[src/rtl/cond_logic_pkg.sv]
// Shared controller definitions: condition-code encodings and NZCV bit positions.
package cond_logic_pkg;

    // ARM condition field encodings (Instr[31:28])
    typedef enum logic [3:0] {
        COND_EQ = 4'b0000,
        COND_NE = 4'b0001,
        COND_CS = 4'b0010,
        COND_CC = 4'b0011,
        COND_MI = 4'b0100,
        COND_PL = 4'b0101,
        COND_VS = 4'b0110,
        COND_VC = 4'b0111,
        COND_HI = 4'b1000,
        COND_LS = 4'b1001,
        COND_GE = 4'b1010,
        COND_LT = 4'b1011,
        COND_GT = 4'b1100,
        COND_LE = 4'b1101,
        COND_AL = 4'b1110,
        COND_NV = 4'b1111
    } cond_t;

    // Bit positions of the status flags inside a {N,Z,C,V} nibble
    localparam int N_IDX = 3;
    localparam int Z_IDX = 2;
    localparam int C_IDX = 1;
    localparam int V_IDX = 0;

endpackage

[src/rtl/cond_logic_if.sv]
// Decoder/FSM-to-datapath signal bundle around the conditional-execution stage.
interface cond_logic_if;
    import cond_logic_pkg::*;

    logic [3:0] Cond;
    logic [3:0] ALUFlags;
    logic [1:0] FlagW;
    logic       PCS;
    logic       NextPC;
    logic       RegW;
    logic       MemW;
    logic       PCWrite;
    logic       RegWrite;
    logic       MemWrite;
    logic [3:0] Flags;

    // Controller side: issues requests, receives gated strobes
    modport master (
        output Cond, ALUFlags, FlagW, PCS, NextPC, RegW, MemW,
        input  PCWrite, RegWrite, MemWrite, Flags
    );

    // Conditional-execution stage side
    modport slave (
        input  Cond, ALUFlags, FlagW, PCS, NextPC, RegW, MemW,
        output PCWrite, RegWrite, MemWrite, Flags
    );

endinterface

[src/rtl/cond_logic_cond_check.sv]
// Combinational condition evaluator: (Cond, Flags) -> CondEx.
module cond_logic_cond_check
    import cond_logic_pkg::*;
(
    input  logic [3:0] cond,
    input  logic [3:0] flags,
    output logic       cond_ex
);

    logic n, z, c, v;
    logic ge;

    assign n  = flags[N_IDX];
    assign z  = flags[Z_IDX];
    assign c  = flags[C_IDX];
    assign v  = flags[V_IDX];
    assign ge = (n == v);

    // Decode the condition field against the current flags; NV and unknown encodings never execute
    always_comb begin
        cond_ex = 1'b0;
        case (cond_t'(cond))
            COND_EQ: cond_ex = z;
            COND_NE: cond_ex = ~z;
            COND_CS: cond_ex = c;
            COND_CC: cond_ex = ~c;
            COND_MI: cond_ex = n;
            COND_PL: cond_ex = ~n;
            COND_VS: cond_ex = v;
            COND_VC: cond_ex = ~v;
            COND_HI: cond_ex = c & ~z;
            COND_LS: cond_ex = ~c | z;
            COND_GE: cond_ex = ge;
            COND_LT: cond_ex = ~ge;
            COND_GT: cond_ex = ~z & ge;
            COND_LE: cond_ex = z | ~ge;
            COND_AL: cond_ex = 1'b1;
            default: cond_ex = 1'b0;
        endcase
    end

endmodule

[src/rtl/cond_logic.sv]
// Conditional-execution stage: holds NZCV, evaluates Cond, gates PC/register/memory writes.
module cond_logic
    import cond_logic_pkg::*;
(
    input  logic          clk,
    input  logic          reset,
    cond_logic_if.slave   bus
);

    logic [1:0] flags_nz_q, flags_nz_d;
    logic [1:0] flags_cv_q, flags_cv_d;
    logic       cond_ex_delayed_q, cond_ex_delayed_d;
    logic [3:0] flags_cur;
    logic       cond_ex;
    logic [1:0] flag_write;

    assign flags_cur = {flags_nz_q, flags_cv_q};

    cond_logic_cond_check u_cond_check (
        .cond    (bus.Cond),
        .flags   (flags_cur),
        .cond_ex (cond_ex)
    );

    // Next-state: each flag half reloads only when its enable is set and the condition passes;
    // the decision always comes from the pre-update flags
    always_comb begin
        flag_write        = bus.FlagW & {2{cond_ex}};
        flags_nz_d        = flags_nz_q;
        flags_cv_d        = flags_cv_q;
        cond_ex_delayed_d = cond_ex;
        if (flag_write[1]) begin
            flags_nz_d = bus.ALUFlags[N_IDX:Z_IDX];
        end
        if (flag_write[0]) begin
            flags_cv_d = bus.ALUFlags[C_IDX:V_IDX];
        end
    end

    // State registers; reset overrides any flag write on the same edge and drops a pending write
    always_ff @(posedge clk) begin
        if (reset) begin
            flags_nz_q        <= 2'b00;
            flags_cv_q        <= 2'b00;
            cond_ex_delayed_q <= 1'b0;
        end else begin
            flags_nz_q        <= flags_nz_d;
            flags_cv_q        <= flags_cv_d;
            cond_ex_delayed_q <= cond_ex_delayed_d;
        end
    end

    // Output strobes use the Decode-time decision; the fetch increment is never suppressed
    always_comb begin
        bus.PCWrite  = (bus.PCS & cond_ex_delayed_q) | bus.NextPC;
        bus.RegWrite = bus.RegW & cond_ex_delayed_q;
        bus.MemWrite = bus.MemW & cond_ex_delayed_q;
        bus.Flags    = flags_cur;
    end

endmodule

[src/flat_wrapper.sv]
// flat-port wrapper written by rule: the top's interface ports become plain ports
module cond_logic_flat import cond_logic_pkg::*;
  (clk, reset, bus_Cond, bus_ALUFlags, bus_FlagW, bus_PCS, bus_NextPC, bus_RegW, bus_MemW, bus_PCWrite, bus_RegWrite, bus_MemWrite, bus_Flags);
  cond_logic_if bus_i ();
  input  logic clk;
  input  logic reset;
  input wire logic [$bits(bus_i.Cond)-1:0] bus_Cond;
  input wire logic [$bits(bus_i.ALUFlags)-1:0] bus_ALUFlags;
  input wire logic [$bits(bus_i.FlagW)-1:0] bus_FlagW;
  input wire logic [$bits(bus_i.PCS)-1:0] bus_PCS;
  input wire logic [$bits(bus_i.NextPC)-1:0] bus_NextPC;
  input wire logic [$bits(bus_i.RegW)-1:0] bus_RegW;
  input wire logic [$bits(bus_i.MemW)-1:0] bus_MemW;
  output wire logic [$bits(bus_i.PCWrite)-1:0] bus_PCWrite;
  output wire logic [$bits(bus_i.RegWrite)-1:0] bus_RegWrite;
  output wire logic [$bits(bus_i.MemWrite)-1:0] bus_MemWrite;
  output wire logic [$bits(bus_i.Flags)-1:0] bus_Flags;
  assign bus_i.Cond = bus_Cond;
  assign bus_i.ALUFlags = bus_ALUFlags;
  assign bus_i.FlagW = bus_FlagW;
  assign bus_i.PCS = bus_PCS;
  assign bus_i.NextPC = bus_NextPC;
  assign bus_i.RegW = bus_RegW;
  assign bus_i.MemW = bus_MemW;
  assign bus_PCWrite = bus_i.PCWrite;
  assign bus_RegWrite = bus_i.RegWrite;
  assign bus_MemWrite = bus_i.MemWrite;
  assign bus_Flags = bus_i.Flags;
  cond_logic u_core (.clk(clk), .reset(reset), .bus(bus_i));
endmodule
[config.mk]
export PLATFORM = sky130hd
export DESIGN_NAME = cond_logic_flat
export DESIGN_NICKNAME = d
export VERILOG_FILES = /design/src/rtl/cond_logic_pkg.sv /design/src/rtl/cond_logic_if.sv /design/src/rtl/cond_logic_cond_check.sv /design/src/rtl/cond_logic.sv /design/src/flat_wrapper.sv
export SDC_FILE = /design/constraint.sdc
export NUM_CORES = 1
export LEC_CHECK = 0
export CORE_AREA = 2 2 39 41
export CTS_BUF_LIST = sky130_fd_sc_hd__clkbuf_8 sky130_fd_sc_hd__clkbuf_16
export DETAILED_ROUTE_END_ITERATION = 7
export DIE_AREA = 0 0 41 43
export PLACE_DENSITY = 0.84
export SYNTH_ARGS = -nofsm -noshare
export SYNTH_HDL_FRONTEND = slang
export SYNTH_SLANG_ARGS = --single-unit
[constraint.sdc]
create_clock -name clk -period 3.7 [get_ports clk]
set_clock_uncertainty 0.2 [all_clocks]
set_input_delay 0.37 -clock clk [delete_from_list [all_inputs] [get_ports clk]]
set_output_delay 0.37 -clock clk [all_outputs]
set_load 0.02 [all_outputs]
==> results.toml <==
[outcome]
status = "finished, final reports clean"

[critical_path]
endpoint_kind = "flip-flop"
worstSetupPathType = "in2reg"
cp-start-kind = "primary input"
cp_max_fo = 12
critical_path.cell_chain = "clkdlybuf4s50_1 > and2_1 > o221ai_1 > a311oi_1 > o221ai_2 > nand2_2 > mux2i_1"
cp_top_family = "buffers and inverters"
critPathMaxStageDelay_ns = 0.69
worst-path-buf-inv = 1
arrival_ns = 2.16
crit_slowest_cell = "clkdlybuf4s50_1"
worstPathRequired_ns = 3.65

[logic_synthesis]
synth_xor_area_frac = 0.0362
yosysSeqAreaShare = 0.207
ys_types = 30
synth_top_family_by_area = "simple AND/OR/NAND/NOR gates"
synthSimpleGateAreaFrac = 0.408
syn_avg_cell_area_sq_um = 8.65
synthesis.area_sq_um = 484
yosysMostFrequentCell = "nand2b_1"
yosysTopAreaCell = "dfxtp_1"
synth_mux_area_frac = 0.103
yosysTopAreaCellShare = 0.207
synth-adder-area-share = 0
synth_edf_count = 0
synth_flop_cell = "dfxtp_1"
async_reset_ff_frac = 0
postSynthCellCount = 56
ys_ff_latch = 5
ys_top_cells_by_area = "dfxtp_1 (21%), nand2b_1 (12%), mux2i_1 (10%), and2_1 (3.9%), xor2_1 (3.6%)"
mappedNetlistNets = 72
synth.cells.most_frequent = "nand2b_1 (9), dfxtp_1 (5), mux2i_1 (5)"
yosys_warnings = 0
synth-compound-area-share = 0.207

[floorplanning]
core_sq_um = 1380
die_area_sq_um = 1760
initial_core_util = 0.350
die_width_um = 41
row_count = 14
die_y_um = 43
io_pins = 23

[pwr]
power_frac_clock = 0.415
seqPwrFrac = 0.278
peakVddDrop_mv = 0.198
p_leak_nw = 0.302
p_sw_w = 0.0000612
p_int_w = 0.000171
swShare = 0.264
p_comb_frac = 0.307
p_per_area_nw_per_um2 = 307

[placed_design]
post_dp_cell_area_sq_um = 709
place_congestion = 0.705
dp.cells = 91
hpwl_um = 805
numPortBuffers = 22

[grt]
grt_max_degree = 13
antenna_found_initial = 0
grt_first_pass_wirelength_um = 1760
grt_pass1_vias = 405
grt_overflow_total = 0
grt_usage = 0.147

[timing]
finalHoldViolations = 0
finalSetupViolCount = 0
max_freq_ghz = 0.453
worstMarginPinSlew_ns = 0.365
max-slew-margin-rel = 0.756
period_share = 0.596
slew_violations = 0
finalCriticalPeriod_ns = 2.21
timing.setup.tns_ns = 0
rsz0062_at_grt = "no"

[route]
viasPerCell = 5.19
post_drt_wl_per_cell_um = 11.4
drc_errors = 0
firstDrtPassIters = 3
ant_nets = 0
drt_iter0_markers = 7
via_count = 493
drt-total-wl_um = 1090

[clocking]
cts-resized-gates = 0
cts_tree = "yes"
cts_root_buf = "clkbuf_8"
cts.path.max_buffers = 2
cts.sinks = 5
clkTransAtPathRegs_ns = 0.03
cts_buffers = 3
htreeDepth = 1
ctsHoldBuffers = 0
worstSkewPairLatency_ns = 0.22
post_cts_buffers = 0

[run]
maxCapViolations = 0

[finish]
nets = 96
drive_gt1_frac = 0.114
antennaDiodeCount = 0
fill_cells = 143
finalInstanceArea_sq_um = 754
area_growth_pct = 55.8
final_cells = 95

[hold_path]
hold_class = "reg2reg"
## flip-flops by register name, summed over array words and instances, names as in the netlist
register                  cells
u_core.cond_ex_delayed_q      1
u_core.flags_cv_q             2
u_core.flags_nz_q             2
## logic make-up (layout without fill, tap and decap cells)
logic type             Yosys count  after routing
multiplexers                     5              5
AO/OA/AOI/OAI                   12             12
flip-flops                       5              5
XOR/XNOR                         2              2
buffers and inverters            4             27
AND/OR/NAND/NOR                 28             28
## worst paths after layout
check | depth (start not counted) | slack [ns] | endpoint | startpoint
max | 7 | 1.49 | u_core.flags_nz_q[0] | bus_Cond[3]
min | 2 | 0.33 | u_core.flags_cv_q[1] | u_core.flags_cv_q[1]
max reg2reg | 6 | 1.85 | u_core.flags_nz_q[0] | u_core.flags_nz_q[1]
min reg2reg | 2 | 0.33 | u_core.flags_cv_q[1] | u_core.flags_cv_q[1]
## per-stage QoR
stage                     hold WS, ns  total power, W   util  worst slack (ns)
after floorplan                 0.242        0.000105      -              1.92
after global placement          0.328        0.000135  0.513              1.34
after detailed placement        0.335        0.000137  0.513              1.30
after CTS                       0.342        0.000236  0.545              1.51
after global routing            0.364        0.000249  0.545              1.36
final                           0.328        0.000232  0.545              1.49
## layer usage
layer | up-vias | global-route usage | share of wire
li1 | 255 | - | -
met1 | 220 | 0.196 | 0.46
met2 | 16 | 0.209 | 0.46
met3 | 2 | 0.0314 | 0.064
met4 | 0 | 0.0800 | 0.019
met5 | - | 0 | 0
## worst register-to-register path, stage by stage (launching register included)
cell and delay, ns:
dfxtp_1 0.48, xor2_1 0.23, o221ai_1 0.16, a311oi_1 0.27, o221ai_2 0.16, nand2_2 0.12
mux2i_1 0.17
## layout by cell type (no fill, tap or decap), types with 2 or more instances in the layout
cell	count
nor2b_1	2
nor2_1	2
dfxtp_1	5
clkbuf_8	3
inv_1	2
or2b_1	2
and2_1	3
xor2_1	2
o21ai_0	2
nand2_2	2
mux2i_1	5
nand2b_1	9
clkdlybuf4s50_1	22
## power groups by stage
stage	Combinational, W	Clock [W]	Sequential [W]
after global routing	0.0000773	0.000106	0.0000654
after CTS	0.0000717	0.000100	0.0000645
after detailed placement	0.0000713	0	0.0000653
final	0.0000712	0.0000963	0.0000645
after floorplan	0.0000374	0	0.0000672
after global placement	0.0000698	0	0.0000651
## area by class of cell
type | instances | area (sq um) | share of cell area
clock buffer | 3 | 41.3 | 0.0547
sequential | 5 | 100 | 0.133
tap | 16 | 20.0 | 0.0265
inverter | 1 | 3.75 | 0.00498
timing repair buffer | 22 | 220 | 0.292
multi-input combinational | 47 | 365 | 0.484
clock inverter | 1 | 3.75 | 0.00498
(Power assumes the default switching activity.)
